<file path="config.mk">
export PLATFORM = sky130hd
export DESIGN_NAME = io_supply_sequencer_flat
export DESIGN_NICKNAME = d
export VERILOG_FILES = /design/src/rtl/io_supply_sequencer_if.sv /design/src/rtl/io_supply_sequencer.sv /design/src/flat_wrapper.sv
export SDC_FILE = /design/constraint.sdc
export NUM_CORES = 1
export LEC_CHECK = 0
export ABC_AREA = 1
export CORE_AREA = 2 2 64 112
export CTS_CLUSTER_SIZE = 8
export DETAILED_ROUTE_END_ITERATION = 7
export DIE_AREA = 0 0 66 114
export GPL_TIMING_DRIVEN = 0
export PLACE_DENSITY_LB_ADDON = 0.05
export SYNTH_ARGS = -nofsm -noshare
export SYNTH_HDL_FRONTEND = slang
export SYNTH_SLANG_ARGS = --single-unit
</file>
<file path="constraint.sdc">
create_clock -name clk -period 7 [get_ports clk]
set_input_delay 1.4 -clock clk [delete_from_list [all_inputs] [get_ports clk]]
set_output_delay 1.4 -clock clk [all_outputs]
set_load 0.05 [all_outputs]
</file>
<file path="src/rtl/io_supply_sequencer_if.sv">
// Control/status bundle between the SoC power manager and the IO supply sequencer.
interface io_supply_sequencer_if #(
  parameter int unsigned N_DOM = 3
);
  localparam int unsigned IDX_W = (N_DOM > 1) ? $clog2(N_DOM) : 1;

  logic             pwr_up_req;
  logic             pwr_dn_req;
  logic [N_DOM-1:0] pgood;
  logic             clr_fault;
  logic [N_DOM-1:0] sw_en;
  logic             iso_en;
  logic             io_ready;
  logic             busy;
  logic             fault;
  logic [IDX_W-1:0] fault_dom;

  modport master (
    output pwr_up_req, pwr_dn_req, pgood, clr_fault,
    input  sw_en, iso_en, io_ready, busy, fault, fault_dom
  );

  modport slave (
    input  pwr_up_req, pwr_dn_req, pgood, clr_fault,
    output sw_en, iso_en, io_ready, busy, fault, fault_dom
  );
endinterface

</file>
<file path="src/rtl/io_supply_sequencer.sv">
// Ordered power-up/down of the IO ring supply domains with debounced power-good,
// ramp timeouts, pad isolation control and latched supply faults.
module io_supply_sequencer #(
  parameter int unsigned N_DOM       = 3,
  parameter int unsigned CNT_W       = 16,
  parameter int unsigned DEB_CYC     = 8,
  parameter int unsigned SETTLE_CYC  = 64,
  parameter int unsigned TIMEOUT_CYC = 1024
) (
  input  logic                 clk,
  input  logic                 rst_n,
  io_supply_sequencer_if.slave bus
);
  localparam int unsigned IDX_W = (N_DOM > 1) ? $clog2(N_DOM) : 1;
  localparam int unsigned DEB_W = $clog2(DEB_CYC + 1);

  typedef enum logic [2:0] {
    S_OFF, S_RAMP_UP, S_SETTLE, S_ISO_REL, S_ON, S_ISO_SET, S_RAMP_DN, S_FAULT
  } state_t;

  state_t           state_q, state_d;
  logic [IDX_W-1:0] idx_q, idx_d;
  logic [N_DOM-1:0] sw_en_q, sw_en_d;
  logic             iso_q, iso_d, ready_q, ready_d, busy_q, busy_d, fault_q, fault_d;
  logic [IDX_W-1:0] fdom_q, fdom_d;
  logic [CNT_W-1:0] cyc_q, cyc_d;
  logic [DEB_W-1:0] deb_q, deb_d;
  logic [DEB_W-1:0] bo_q [N_DOM];
  logic [DEB_W-1:0] bo_d [N_DOM];
  logic [N_DOM-1:0] pg_s1, pg_s2;

  logic             deb_match, deb_done, timeout, settle_done, step, go_fault;
  logic             bo_hit;
  logic [IDX_W-1:0] bo_dom, top_idx, idx_inc, idx_dec, fault_idx;

  assign deb_match   = (pg_s2[idx_q] == (state_q == S_RAMP_UP));
  assign deb_done    = deb_match && (deb_q >= DEB_W'(DEB_CYC - 1));
  assign timeout     = (cyc_q >= CNT_W'(TIMEOUT_CYC - 1));
  assign settle_done = (cyc_q >= CNT_W'(SETTLE_CYC));
  assign idx_inc     = idx_q + IDX_W'(1);
  assign idx_dec     = idx_q - IDX_W'(1);

  // Brown-out detect in ON; descending scan so the lowest failing domain is reported
  always_comb begin
    bo_hit = 1'b0;
    bo_dom = '0;
    for (int i = int'(N_DOM) - 1; i >= 0; i--) begin
      if (state_q == S_ON && !pg_s2[i] && bo_q[i] >= DEB_W'(DEB_CYC - 1)) begin
        bo_hit = 1'b1;
        bo_dom = IDX_W'(i);
      end
    end
  end

  // Highest enabled domain: where a (possibly aborted) ramp-down starts
  always_comb begin
    top_idx = '0;
    for (int i = 0; i < int'(N_DOM); i++) begin
      if (sw_en_q[i]) top_idx = IDX_W'(i);
    end
  end

  always_comb begin
    state_d   = state_q;
    idx_d     = idx_q;
    sw_en_d   = sw_en_q;
    iso_d     = iso_q;
    ready_d   = ready_q;
    fault_d   = fault_q;
    fdom_d    = fdom_q;
    go_fault  = 1'b0;
    fault_idx = idx_q;

    case (state_q)
      S_OFF: begin
        if (bus.pwr_up_req && !bus.pwr_dn_req && !fault_q) begin
          state_d    = S_RAMP_UP;
          idx_d      = '0;
          sw_en_d[0] = 1'b1;
        end
      end
      S_RAMP_UP: begin
        if (timeout) begin
          go_fault = 1'b1;
        end else if (bus.pwr_dn_req) begin
          state_d = S_ISO_SET;
        end else if (deb_done) begin
          if (idx_q < IDX_W'(N_DOM - 1)) begin
            idx_d            = idx_inc;
            sw_en_d[idx_inc] = 1'b1;
          end else begin
            state_d = S_SETTLE;
          end
        end
      end
      S_SETTLE: begin
        if (bus.pwr_dn_req) begin
          state_d = S_ISO_SET;
        end else if (settle_done) begin
          state_d = S_ISO_REL;
          iso_d   = 1'b0;
        end
      end
      S_ISO_REL: begin
        state_d = S_ON;
        ready_d = 1'b1;
      end
      S_ON: begin
        if (bo_hit) begin
          go_fault  = 1'b1;
          fault_idx = bo_dom;
        end else if (bus.pwr_dn_req) begin
          state_d = S_ISO_SET;
          ready_d = 1'b0;
          iso_d   = 1'b1;
        end
      end
      S_ISO_SET: begin
        state_d          = S_RAMP_DN;
        idx_d            = top_idx;
        sw_en_d[top_idx] = 1'b0;
      end
      S_RAMP_DN: begin
        if (timeout) begin
          go_fault = 1'b1;
        end else if (deb_done) begin
          if (idx_q != '0) begin
            idx_d            = idx_dec;
            sw_en_d[idx_dec] = 1'b0;
          end else begin
            state_d = S_OFF;
          end
        end
      end
      S_FAULT: begin
        if (bus.clr_fault) begin
          state_d = S_OFF;
          fault_d = 1'b0;
        end
      end
      default: state_d = S_OFF;
    endcase

    if (go_fault) begin
      state_d = S_FAULT;
      fault_d = 1'b1;
      fdom_d  = fault_idx;
      sw_en_d = '0;
      iso_d   = 1'b1;
      ready_d = 1'b0;
    end

    busy_d = (state_d == S_RAMP_UP) || (state_d == S_SETTLE) || (state_d == S_ISO_REL) ||
             (state_d == S_ISO_SET) || (state_d == S_RAMP_DN);

    // Counters restart whenever the sequence moves to a new state or domain
    step  = (state_d != state_q) || (idx_d != idx_q);
    cyc_d = step ? '0 : ((cyc_q == '1) ? cyc_q : cyc_q + CNT_W'(1));
    if (step || !deb_match)          deb_d = '0;
    else if (deb_q >= DEB_W'(DEB_CYC)) deb_d = deb_q;
    else                             deb_d = deb_q + DEB_W'(1);
    for (int i = 0; i < int'(N_DOM); i++) begin
      if (state_q == S_ON && !pg_s2[i])
        bo_d[i] = (bo_q[i] >= DEB_W'(DEB_CYC)) ? bo_q[i] : bo_q[i] + DEB_W'(1);
      else
        bo_d[i] = '0;
    end
  end

  always_ff @(posedge clk or negedge rst_n) begin
    if (!rst_n) begin
      state_q <= S_OFF;
      idx_q   <= '0;
      sw_en_q <= '0;
      iso_q   <= 1'b1;
      ready_q <= 1'b0;
      busy_q  <= 1'b0;
      fault_q <= 1'b0;
      fdom_q  <= '0;
      cyc_q   <= '0;
      deb_q   <= '0;
      pg_s1   <= '0;
      pg_s2   <= '0;
      for (int i = 0; i < int'(N_DOM); i++) bo_q[i] <= '0;
    end else begin
      state_q <= state_d;
      idx_q   <= idx_d;
      sw_en_q <= sw_en_d;
      iso_q   <= iso_d;
      ready_q <= ready_d;
      busy_q  <= busy_d;
      fault_q <= fault_d;
      fdom_q  <= fdom_d;
      cyc_q   <= cyc_d;
      deb_q   <= deb_d;
      pg_s1   <= bus.pgood;
      pg_s2   <= pg_s1;
      for (int i = 0; i < int'(N_DOM); i++) bo_q[i] <= bo_d[i];
    end
  end

  assign bus.sw_en     = sw_en_q;
  assign bus.iso_en    = iso_q;
  assign bus.io_ready  = ready_q;
  assign bus.busy      = busy_q;
  assign bus.fault     = fault_q;
  assign bus.fault_dom = fdom_q;
endmodule
</file>
<file path="src/flat_wrapper.sv">
// flat-port wrapper written by rule: the top's interface ports become plain ports
module io_supply_sequencer_flat 
#(
  parameter int unsigned N_DOM       = 3,
  parameter int unsigned CNT_W       = 16,
  parameter int unsigned DEB_CYC     = 8,
  parameter int unsigned SETTLE_CYC  = 64,
  parameter int unsigned TIMEOUT_CYC = 1024
)
  (clk, rst_n, bus_pwr_up_req, bus_pwr_dn_req, bus_pgood, bus_clr_fault, bus_sw_en, bus_iso_en, bus_io_ready, bus_busy, bus_fault, bus_fault_dom);
  io_supply_sequencer_if #(.N_DOM(N_DOM)) bus_i ();
  input  logic clk;
  input  logic rst_n;
  input wire logic [$bits(bus_i.pwr_up_req)-1:0] bus_pwr_up_req;
  input wire logic [$bits(bus_i.pwr_dn_req)-1:0] bus_pwr_dn_req;
  input wire logic [$bits(bus_i.pgood)-1:0] bus_pgood;
  input wire logic [$bits(bus_i.clr_fault)-1:0] bus_clr_fault;
  output wire logic [$bits(bus_i.sw_en)-1:0] bus_sw_en;
  output wire logic [$bits(bus_i.iso_en)-1:0] bus_iso_en;
  output wire logic [$bits(bus_i.io_ready)-1:0] bus_io_ready;
  output wire logic [$bits(bus_i.busy)-1:0] bus_busy;
  output wire logic [$bits(bus_i.fault)-1:0] bus_fault;
  output wire logic [$bits(bus_i.fault_dom)-1:0] bus_fault_dom;
  assign bus_i.pwr_up_req = bus_pwr_up_req;
  assign bus_i.pwr_dn_req = bus_pwr_dn_req;
  assign bus_i.pgood = bus_pgood;
  assign bus_i.clr_fault = bus_clr_fault;
  assign bus_sw_en = bus_i.sw_en;
  assign bus_iso_en = bus_i.iso_en;
  assign bus_io_ready = bus_i.io_ready;
  assign bus_busy = bus_i.busy;
  assign bus_fault = bus_i.fault;
  assign bus_fault_dom = bus_i.fault_dom;
  io_supply_sequencer #(.N_DOM(N_DOM), .CNT_W(CNT_W), .DEB_CYC(DEB_CYC), .SETTLE_CYC(SETTLE_CYC), .TIMEOUT_CYC(TIMEOUT_CYC)) u_core (.clk(clk), .rst_n(rst_n), .bus(bus_i));
endmodule
</file>
-- After elaboration in Yosys (flattened, before gate mapping)
Cells that the tools add are included.
- bits in registers: 52
- input bits: 8
- output and inout bits: 9
- add/subtract/negate cells: 7
- $lt $le $gt $ge: 18
- equal/unequal tests: 33
- muxes and demuxes: 79
- bitwise gates (word level): 5
- reduce and logical (&&, ||, !) cells: 38
- operators by type and width (kind ; number):
    $mux W3 ; 22
    $mux W16 ; 2
    $mux W4 ; 8
    $mux W2 ; 14
    $pmux W3 S8 ; 1
    $mux W1 ; 22
    $eq A3 B3 Y1 const B ; 6
    $add A16 B1 Y16 const B ; 1
    $add A4 B1 Y4 const B ; 4
    $eq A16 B16 Y1 const B ; 1
    $ge A16 B10 Y1 const B ; 1
    $ge A16 B7 Y1 const B ; 1
    $ge A4 B3 Y1 const B ; 4
    $ge A4 B4 Y1 const B ; 4
    $ne A3 B1 Y1 const B ; 5
    $ne A3 B2 Y1 const B ; 5
    $eq A3 B2 Y1 const B ; 4
    $logic_and A1 B1 Y1 ; 12
    $lt A2 B3 Y1 const B ; 4
    $reduce_and A9 Y1 ; 1
    $pmux W2 S4 ; 1
    $reduce_and A8 Y1 ; 1
    $and A3 B3 Y3 ; 2
    $demux W1 S2 ; 3
    28 further kinds ; 51

-- Logic depth before layout (Yosys ltp)
Gate-level depths: netlist (run 1).
- depth after elaboration: 14
- mapped depth: 18
- mapped depth without buffers: 17

-- Worst setup path after synthesis (run 1)
No wires, ideal clock.
- path type: input -> register
- start point: input port bus_pwr_dn_req
- end point: register u_core.cyc_q[6]
- setup time: 0.068 ns
- arrival time: 2.877 ns
- data required time: 6.932 ns
- setup slack: 4.055 ns
- stages: 12
- buffers on the path: 1
- cell sequence: inv_1 > nand2_1 > o21ai_0 > nor2_1 > nor3_2 > nand3_1 > nand3_1 > nand2_1 > nor2_4 > nand3_4 > buf_6 > nor2_4
- word-level cells in the longest chain between the ends: 9
- ends and longest elaborated chain (element ; line ; text):
    from (decl) ; flat_wrapper.sv:15 ; input wire logic [$bits(bus_i.pwr_dn_req)-1:0] bus_pwr_dn_req;
    $logic_not A1 Y1 ; io_supply_sequencer.sv:76 ; if (bus.pwr_up_req && !bus.pwr_dn_req && !fault_q) begin
    $logic_and A1 B1 Y1 (2 in series) ; io_supply_sequencer.sv:76 ;
    $mux W3 ; io_supply_sequencer.sv:76 ;
    $pmux W3 S8 ; io_supply_sequencer.sv:74 ; case (state_q)
    $mux W3 ; io_supply_sequencer.sv:144 ; if (go_fault) begin
    $ne A3 B3 Y1 ; io_supply_sequencer.sv:157 ; step = (state_d != state_q) || (idx_d != idx_q);
    $logic_or A1 B1 Y1 * ; io_supply_sequencer.sv:157 ;
    $ne A2 B1 Y1 (no line) / $mux W16 (equally long branches) ; - ;
    to (signal assigned) ; io_supply_sequencer.sv:194 ; cyc_q <= cyc_d;
    to (decl) ; io_supply_sequencer.sv:26 ; logic [CNT_W-1:0] cyc_q, cyc_d;
Every way passes the cells marked *; elsewhere a longest branch is shown, timed or not.
A chain may end at the register's enable or synchronous reset.

-- Final worst setup path (run 1)
- start point: input port bus_pwr_dn_req
- end point: register u_core.cyc_q[9]
Same word-level chain as after synthesis.

==> impl_metrics.toml, run 1 <==
[setup_path]
worst_ep_arrival_time_ns = 4.09
crit_family = "buffers and inverters"
path_buf_inv = 4
crit_required_ns = 7.23
path_class = "primary input to register"
slowest_stage = "o21ai_0"
path_max_fanout = 10
r2r_start = "u_core.cyc_q[1]$_DFFE_PN0P_"
path_cells = "clkdlybuf4s50_1, inv_1, nand2_1, o21ai_0, nor2_1, nor3_2, nand2_1, inv_2, nand2_1, nand3_1, nand2_1, nor2_4, nand3_4, buf_6, nor2_4"
startpoint = "bus_pwr_dn_req"
end_kind = "register"
start_kind = "primary input"
cpPeakStageDelay_ns = 0.62
crit_top_cell = "nand2_1"

[timing]
period_needed_ns = 3.86
fin_crit_sh_pct = 55.1
setup_viol = 0
tightestPinTransition_ns = 0.783
rsz0062_at_grt = "false"
slew_viol_final = 0
hold_viol = 0
skew_ns = 0.00555
tns_ns = 0
timing.fmax_ghz = 0.259
maxSlewHeadroom_pct = 47.2

[floorplanning]
die_y_um = 114
core_area_um2 = 6710
rows = 40
dieArea_um2 = 7520
pin_count = 17
fp.dieW_um = 66
start_util_pct = 48.0

[synth]
synth_top_area_share_pct = 39.6
netlist_area_um2 = 3220
ys_top_cells_by_area = "dfrtp_1, nand2_1, ha_1"
yosys_warnings = 0
async_reset_ff_share_pct = 100
synthesis.nets = 426
ys_ff_latch = 52
synth_common_cells = "nand2_1, dfrtp_1, inv_1, nor2_1, nand3_1"
synth_top_area_cell = "dfrtp_1"
synth.most_common_cell = "nand2_1"
synth_flop_cell = "dfrtp_1"
ys_seq_area_share_pct = 40.4
synth_cell_type_count = 35
syn-instance-count = 402
synth-edff-count = 0
avgSynthCellArea_um2 = 8.01

[placed_design]
place_area_um2 = 3500
dp_cells = 503
port_buffers = 16
dp_hpwl_um = 5580
routabilityCongestion = 0.837

[run]
max_cap_viol_count = 0

[cts]
cts_tree = "built"
clockBufferDepth = 2
cts_buffers = 5
clk-insertion-delay-late_ns = 0.29
postCtsSetupRepairBufs = 0
cts_root_buf = "clkbuf_16"
cts.sinks = 52
clkTransAtPathRegs_ns = 0.06
post_cts_resized = 0
hold_buffers = 0
ctsHtreeMaxLevel = 2

[cells_and_area]
diodes = 0
stdcell_count = 511
layout-drive-gt1-share_pct = 11.9
fin_area_um2 = 3640
syn_to_final_growth_pct = 12.9
layout.nets = 450
post-route-util_pct = 54.3
fill_cells = 662

[power_and_ir_drop]
powerDensity_nw_per_um2 = 363
power_mw = 1.32
p_leak_nw = 1.67
ir_worst_vdd_mv = 0.214

[grt]
grt_max_degree = 33
grt_pass1_vias = 2680
antenna_found_initial = 0
grt_first_pass_wirelength_um = 11900
gr-total-overflow = 0
grt_util_all_layers_pct = 20.7

[drt]
wl_per_cell_um = 13.8
wl_um = 7060
vias = 2627
final_antenna_net_count = 0
highest_layer = "met4"
m1WireLength_um = 2610
via_per_inst = 5.14
dr.pass1.iters = 4
drc = 0
met3_length_um = 172
drtIter0Drc = 143
wl_met2_um = 4000

[min_path]
hold_class = "register to register"
hold_path.startpoint = "u_core.pg_s1[2]$_DFF_PN0_"

[status]
status = "complete, no violations"
-- registers in the layout, indices dropped and copies added (netlist names), 2 cells and up --
name and count:
u_core.bo_q 12, u_core.bus.fault_dom 2, u_core.bus.sw_en 3, u_core.cyc_q 16, u_core.deb_q 4, u_core.idx_q 2
u_core.pg_s1 3, u_core.pg_s2 3, u_core.state_q 3
-- where the power goes --
| part | leakage [nW] | internal, mW | switching [mW] |
|---|---|---|---|
| clock | 0.0652 | 0.133 | 0.104 |
| sequential | 0.686 | 0.345 | 0.0461 |
| combinational | 0.915 | 0.217 | 0.476 |
| total | 1.67 | 0.694 | 0.626 |
-- layout make-up --
cell class,count,area (um2),area share [%]
Buffer,3,27.5,0.757
Clock buffer,8,136,3.75
Inverter,57,219,6.02
Multi-Input combinational cell,290,1670,46.0
Sequential cell,52,1300,35.8
Tap cell,84,105,2.89
Timing Repair Buffer,17,175,4.81
-- final timing paths --
check / endpoint / slack (ns) / cells past startpoint
worst max-delay path: u_core.cyc_q[9]$_DFFE_PN0P_ / 3.14 / 15
worst min-delay path: u_core.pg_s2[2]$_DFF_PN0_ / 0.35 / 0
max in group asynchronous: u_core.bus.iso_en$_DFFE_PN1P_ / 5.33 / 2
worst min register to register: u_core.pg_s2[2]$_DFF_PN0_ / 0.35 / 0
worst max register to register: u_core.bus.sw_en[0]$_DFFE_PN0P_ / 4.22 / 13
min in group asynchronous: u_core.bus.sw_en[2]$_DFFE_PN0P_ / 1.06 / 1
-- cell usage in the layout, fill, tap and decap left out, types with 2 or more instances in the layout --
cell type / synthesis / final
nand4_1: 12 / 12
nor2_2: 4 / 4
buf_2: 1 / 2
o211ai_1: 2 / 2
inv_1: 48 / 48
nand2_1: 79 / 79
ha_1: 16 / 16
o21ai_0: 15 / 15
nor3_1: 8 / 8
nand3_2: 4 / 4
nand2_4: 2 / 2
clkbuf_16: 0 / 5
clkdlybuf4s50_1: 0 / 15
nand3_1: 35 / 35
nor3_2: 2 / 2
xor2_1: 12 / 12
a21oi_1: 13 / 13
nor2_4: 13 / 13
inv_2: 8 / 8
o31ai_1: 3 / 3
a31oi_1: 4 / 4
nor2_1: 48 / 48
dfrtp_1: 51 / 51
clkbuf_1: 0 / 3
o21a_1: 2 / 2
buf_6: 2 / 2
xnor2_1: 2 / 2
nand2_2: 5 / 5
o21bai_1: 2 / 2
-- per-stage QoR --
step / worst slack, ns / hold WS, ns
after floorplan: 4.05 / 0.331
after global placement: 2.86 / 0.335
after detailed placement: 2.86 / 0.335
after CTS: 3.17 / 0.351
after global routing: 2.93 / 0.355
final: 3.14 / 0.346
-- logic make-up after synthesis --
| logic type | Yosys count | synth area share [%] |
|---|---|---|
| AO/OA/AOI/OAI | 44 | 7.92 |
| adder cells (fa/ha/maj) | 16 | 6.21 |
| buffers and inverters | 60 | 7.65 |
| XOR/XNOR | 14 | 3.81 |
| flip-flops | 52 | 40.4 |
| AND/OR/NAND/NOR | 215 | 33.6 |
| multiplexers | 1 | 0.349 |
-- routing by layer --
metal	up-vias	GRT usage (%)
li1	1347	-
met1	1226	19.8
met2	40	40.3
met3	14	3.25
met4	0	10.9
met5	-	0
Power figures use the tool's default switching activity.
==> inputs of run 2 (changes only) <==
==> constraint.sdc (replaced) <==
create_clock -name clk -period 3.2 [get_ports clk]
set_input_delay 0.64 -clock clk [delete_from_list [all_inputs] [get_ports clk]]
set_output_delay 0.64 -clock clk [all_outputs]
set_load 0.05 [all_outputs]
==> run 2 against run 1 <==
Net effect: via count down 0.34%; wire length barely moved; worst setup slack got worse by 2.8 ns; register-to-register slack got worse by 3.8 ns; clock power rose by 120%; global-route usage did not move; critical path depth stayed put.
==> impl_metrics.toml, run 2 (synthesis results as in run 1) <==
[setup_path]
path_class = "primary input to register"
crit_top_cell = "nand2_1"
path_max_fanout = 10
crit_required_ns = 3.43
worst_ep_arrival_time_ns = 3.12
cpPeakStageDelay_ns = 0.55
path_buf_inv = 4
end_kind = "register"
crit_family = "buffers and inverters"
path_cells = "clkdlybuf4s50_1, inv_1, nand2_1, o21ai_1, nor2_1, nor3_2, nand2_1, inv_2, nand2_1, nand3_1, nand2_1, nor2_4, nand3_4, buf_6, nor2_4"
start_kind = "primary input"
slowest_stage = "clkdlybuf4s50_1"

[timing]
tightestPinTransition_ns = 0.510
hold_ws_ns = 0.304
skew_ns = 0.00572
timing.fmax_ghz = 0.346
fin_crit_sh_pct = 90.4
period_needed_ns = 2.89
setup_viol = 0
slew_viol_final = 0
maxSlewHeadroom_pct = 65.7
hold_viol = 0
layout_setup_ws_ns = 0.308
rsz0062_at_grt = "false"

[cts]
cts.sinks = 52
postCtsSetupRepairBufs = 0
clk-insertion-delay-late_ns = 0.29
clockBufferDepth = 2
cts_root_buf = "clkbuf_16"
cts_buffers = 5
clkTransAtPathRegs_ns = 0.07
cts_tree = "built"
hold_buffers = 0
ctsHtreeMaxLevel = 2

[cells_and_area]
regMostFlops = "u_core.cyc_q"
layout.nets = 450
stdcell_count = 511
syn_to_final_growth_pct = 12.9
diodes = 0
layout-drive-gt1-share_pct = 11.9
mostFrequentLayoutCell = "nand2_1"
largest_reg_flops = 16
layout_common_cells = "nand2_1, dfrtp_1, inv_1, nor2_1, nand3_1"
fin_area_um2 = 3640
reg_top3 = "u_core.cyc_q: 16 flops, u_core.bo_q: 12 flops, u_core.deb_q: 4 flops"

[grt]
grt_util_all_layers_pct = 20.7
antenna_found_initial = 0
grt_pass1_vias = 2680
gr-total-overflow = 0
grt_first_pass_wirelength_um = 11900
grt_max_degree = 33

[placed_design]
place_area_um2 = 3500
routabilityCongestion = 0.837
dp_hpwl_um = 5580
dp_slack_ns = -0.177
port_buffers = 16
dp_cells = 503

[run]
max_cap_viol_count = 0

[floorplanning]
fp.dieW_um = 66
dieArea_um2 = 7520
die_y_um = 114
start_util_pct = 48.0
rows = 40
core_area_um2 = 6710
pin_count = 17

[power_and_ir_drop]
p_leak_nw = 1.67
ir_worst_vdd_mv = 0.469
power_mw = 2.89
powerDensity_nw_per_um2 = 794

[drt]
vias = 2618
dr.pass1.iters = 4
wl_per_cell_um = 13.8
final_antenna_net_count = 0
wl_um = 7060
drtIter0Drc = 143
drc = 0
via_per_inst = 5.12

[status]
status = "complete, no violations"

[min_path]
hold_class = "primary input to asynchronous set/reset pin"
## run 2: cell counts in the layout (fill, tap and decap cells not counted)
No cell type changed its count.
## run 2: layout make-up
class	instances	area (um2)
sequential	52	1300
multi-input combinational	290	1670
clock buffer	8	136
tap	84	105
inverter	57	219
buffer	3	27.5
fill	662	3070
timing repair buffer	17	175
## run 2: path summary, 6_finish.rpt
check	start	endpoint	slack, ns	cells after the start
min in group clk	u_core.pg_s1[2]$_DFF_PN0_	u_core.pg_s2[2]$_DFF_PN0_	0.35	0
max	bus_pwr_dn_req	u_core.cyc_q[9]$_DFFE_PN0P_	0.31	15
min	rst_n	u_core.bus.sw_en[2]$_DFFE_PN0P_	0.30	1
max reg2reg	u_core.cyc_q[1]$_DFFE_PN0P_	u_core.bus.sw_en[0]$_DFFE_PN0P_	0.44	13
min reg2reg	u_core.pg_s1[2]$_DFF_PN0_	u_core.pg_s2[2]$_DFF_PN0_	0.35	0
max in group asynchronous	rst_n	u_core.bus.iso_en$_DFFE_PN1P_	2.29	2
## run 2: per-layer routing
| metal | GRT usage, % | share of wire [%] | wire length (um) |
|---|---|---|---|
| met4 | 10.9 | 3.8 | 268 |
| met1 | 19.8 | 37 | 2640 |
| met3 | 3.25 | 2.0 | 142 |
| met5 | 0 | 0 | 0 |
| met2 | 40.3 | 57 | 4010 |
## run 2: power by group
| part | leakage (nW) | internal, mW | total [mW] | switching [mW] |
|---|---|---|---|---|
| Combinational | 0.915 | 0.474 | 1.52 | 1.04 |
| Sequential | 0.686 | 0.754 | 0.855 | 0.101 |
| Clock | 0.0652 | 0.291 | 0.519 | 0.228 |
## run 2: per-stage QoR
stage | utilization [%] | setup TNS [ns]
after floorplan | - | 0
after global placement | 52.0 | -7.09
after detailed placement | 52.2 | -2.06
after CTS | 54.3 | 0
after global routing | 54.3 | 0
final | 54.3 | 0
## run 2: repair_timing
item / 4_1_cts / 5_1_grt
gates resized for setup: 0 / 1
hold endpoints to repair: 0 / 0
endpoints found under the setup margin: 0 / 14
==> inputs of run 3 (changes only) <==
--- a/config.mk
+++ b/config.mk
@@ -11,7 +11,8 @@
 export DETAILED_ROUTE_END_ITERATION = 7
 export DIE_AREA = 0 0 66 114
 export GPL_TIMING_DRIVEN = 0
-export PLACE_DENSITY_LB_ADDON = 0.05
+export MAX_ROUTING_LAYER = met4
+export PLACE_DENSITY = 0.69
 export SYNTH_ARGS = -nofsm -noshare
 export SYNTH_HDL_FRONTEND = slang
 export SYNTH_SLANG_ARGS = --single-unit
==> run 3 against run 2 <==
Net effect: wire length down 4.4%; highest routed layer unchanged; count of clock-buffer cells in the layout is 2 lower; critical path type unchanged; via count up 2.6%; global-route usage barely moved.
==> impl_metrics.toml, run 3 (synthesis results as in run 1) <==
[cts]
clkTransAtPathRegs_ns = 0.07
cts_buffers = 5
clockBufferDepth = 2
hold_buffers = 0
cts.sinks = 52
ctsHtreeMaxLevel = 2
clk-insertion-delay-late_ns = 0.29
cts_root_buf = "clkbuf_16"
cts_tree = "built"

[floorplanning]
dieArea_um2 = 7520
pin_count = 17
die_y_um = 114
start_util_pct = 48.0
rows = 40
core_area_um2 = 6710
fp.dieW_um = 66

[status]
status = "complete, no violations"

[timing]
hold_ws_ns = 0.242
layout_setup_ws_ns = 0.373
tns_ns = 0
tightestPinTransition_ns = 0.491
rsz0062_at_grt = "false"
maxSlewHeadroom_pct = 67.2
slew_viol_final = 0
fin_crit_sh_pct = 88.3
period_needed_ns = 2.83
skew_ns = 0.00391
timing.fmax_ghz = 0.354
hold_viol = 0
setup_viol = 0

[min_path]
hold_class = "primary input to asynchronous set/reset pin"

[placed_design]
place_area_um2 = 3500
dp_hpwl_um = 5180
routabilityCongestion = 0.923
port_buffers = 16
dp_cells = 503
dp_slack_ns = -0.0489

[cells_and_area]
stdcell_count = 511
mostFrequentLayoutCell = "nand2_1"
layout-drive-gt1-share_pct = 12.6
syn_to_final_growth_pct = 13.5
fin_area_um2 = 3660
layout.nets = 450
largest_reg_flops = 16
layout_common_cells = "nand2_1, dfrtp_1, inv_1, nor2_1, nand3_1"
diodes = 0
reg_top3 = "u_core.cyc_q: 16 flops, u_core.bo_q: 12 flops, u_core.deb_q: 4 flops"
regMostFlops = "u_core.cyc_q"
post-route-util_pct = 54.5
fill_cells = 647

[setup_path]
start_kind = "primary input"
end_kind = "register"
crit_required_ns = 3.43
path_class = "primary input to register"
r2r_start = "u_core.cyc_q[0]$_DFFE_PN0P_"
rrSetupSlack_ns = 0.48
worst_ep_arrival_time_ns = 3.05
path_max_fanout = 10
rr_worst_depth = 13
r2r-end = "u_core.bus.sw_en[0]$_DFFE_PN0P_"

[grt]
grt_max_degree = 41
grt_use_met1_pct = 22.0
grt_util_all_layers_pct = 20.7
gr-total-overflow = 0
grt_pass1_vias = 2642
antenna_found_initial = 0
top_usage_layer = "met2"
met2_usage_pct = 36.2
use_met3_pct = 2.76
grt_first_pass_wirelength_um = 11700

[drt]
drc = 0
wl_um = 6750
via_per_inst = 5.25
final_antenna_net_count = 0
vias = 2685
wl_per_cell_um = 13.2
drtIter0Drc = 198
dr.pass1.iters = 4

[power_and_ir_drop]
power_mw = 2.91
powerDensity_nw_per_um2 = 795
ir_worst_vdd_mv = 0.507
p_leak_nw = 1.67

[run]
max_cap_viol_count = 0
==> run 3: cell types whose count changed in the layout (fill, tap and decap cells not counted) <==
cell and delta:
clkinvlp_4 +2, clkbuf_1 -3, clkbuf_8 +1
==> run 3: report_power, final <==
part	internal [mW]	leakage, nW	switching (mW)	total (mW)
registers	0.754	0.686	0.101	0.855
logic	0.475	0.915	1.03	1.50
clock network	0.311	0.0691	0.239	0.550
total	1.54	1.67	1.37	2.91
==> run 3: final cells by class <==
cell class / count / area [um2] / share of cell area, %
Inverter: 57 / 219 / 5.99
Sequential cell: 52 / 1300 / 35.6
Multi-Input combinational cell: 290 / 1670 / 45.8
Timing Repair Buffer: 17 / 175 / 4.79
Tap cell: 84 / 105 / 2.87
Clock inverter: 2 / 15.0 / 0.411
Clock buffer: 6 / 139 / 3.80
Buffer: 3 / 27.5 / 0.753
==> run 3: metal layers <==
layer  wire, um  up-vias
met5          0        -
met4        245        0
met3        171       16
met2       3740       58
met1       2600     1261
li1           -     1350
==> run 3: worst max-delay path by stage <==
stage,start,end,slack [ns]
5_1_grt,bus_pwr_dn_req,u_core.cyc_q[9]$_DFFE_PN0P_,0.14
3_3_place_gp,rst_n,u_core.deb_q[1]$_DFFE_PN0P_,-0.09
4_1_cts,bus_pwr_dn_req,u_core.cyc_q[12]$_DFFE_PN0P_,0.24
2_1_floorplan,u_core.cyc_q[0]$_DFFE_PN0P_,u_core.bus.sw_en[0]$_DFFE_PN0P_,1.0
3_5_place_dp,bus_pwr_dn_req,u_core.cyc_q[11]$_DFFE_PN0P_,-0.05
6_report,bus_pwr_dn_req,u_core.cyc_q[12]$_DFFE_PN0P_,0.37
==> run 3: repair_timing <==
item	CTS	global route
setup endpoints to repair	0	14
gates resized for setup	0	1
setup buffers	0	0
==> run 3: worst max-delay path, stage by stage <==
cell	delay [ns]
clkdlybuf4s50_1	0.53
inv_1	0.21
nand2_1	0.07
o21ai_1	0.39
nor2_1	0.10
nor3_2	0.24
nand3_1	0.13
nand3_1	0.08
nand2_1	0.08
nor2_4	0.15
nand3_4	0.13
buf_6	0.21
nor2_4	0.08
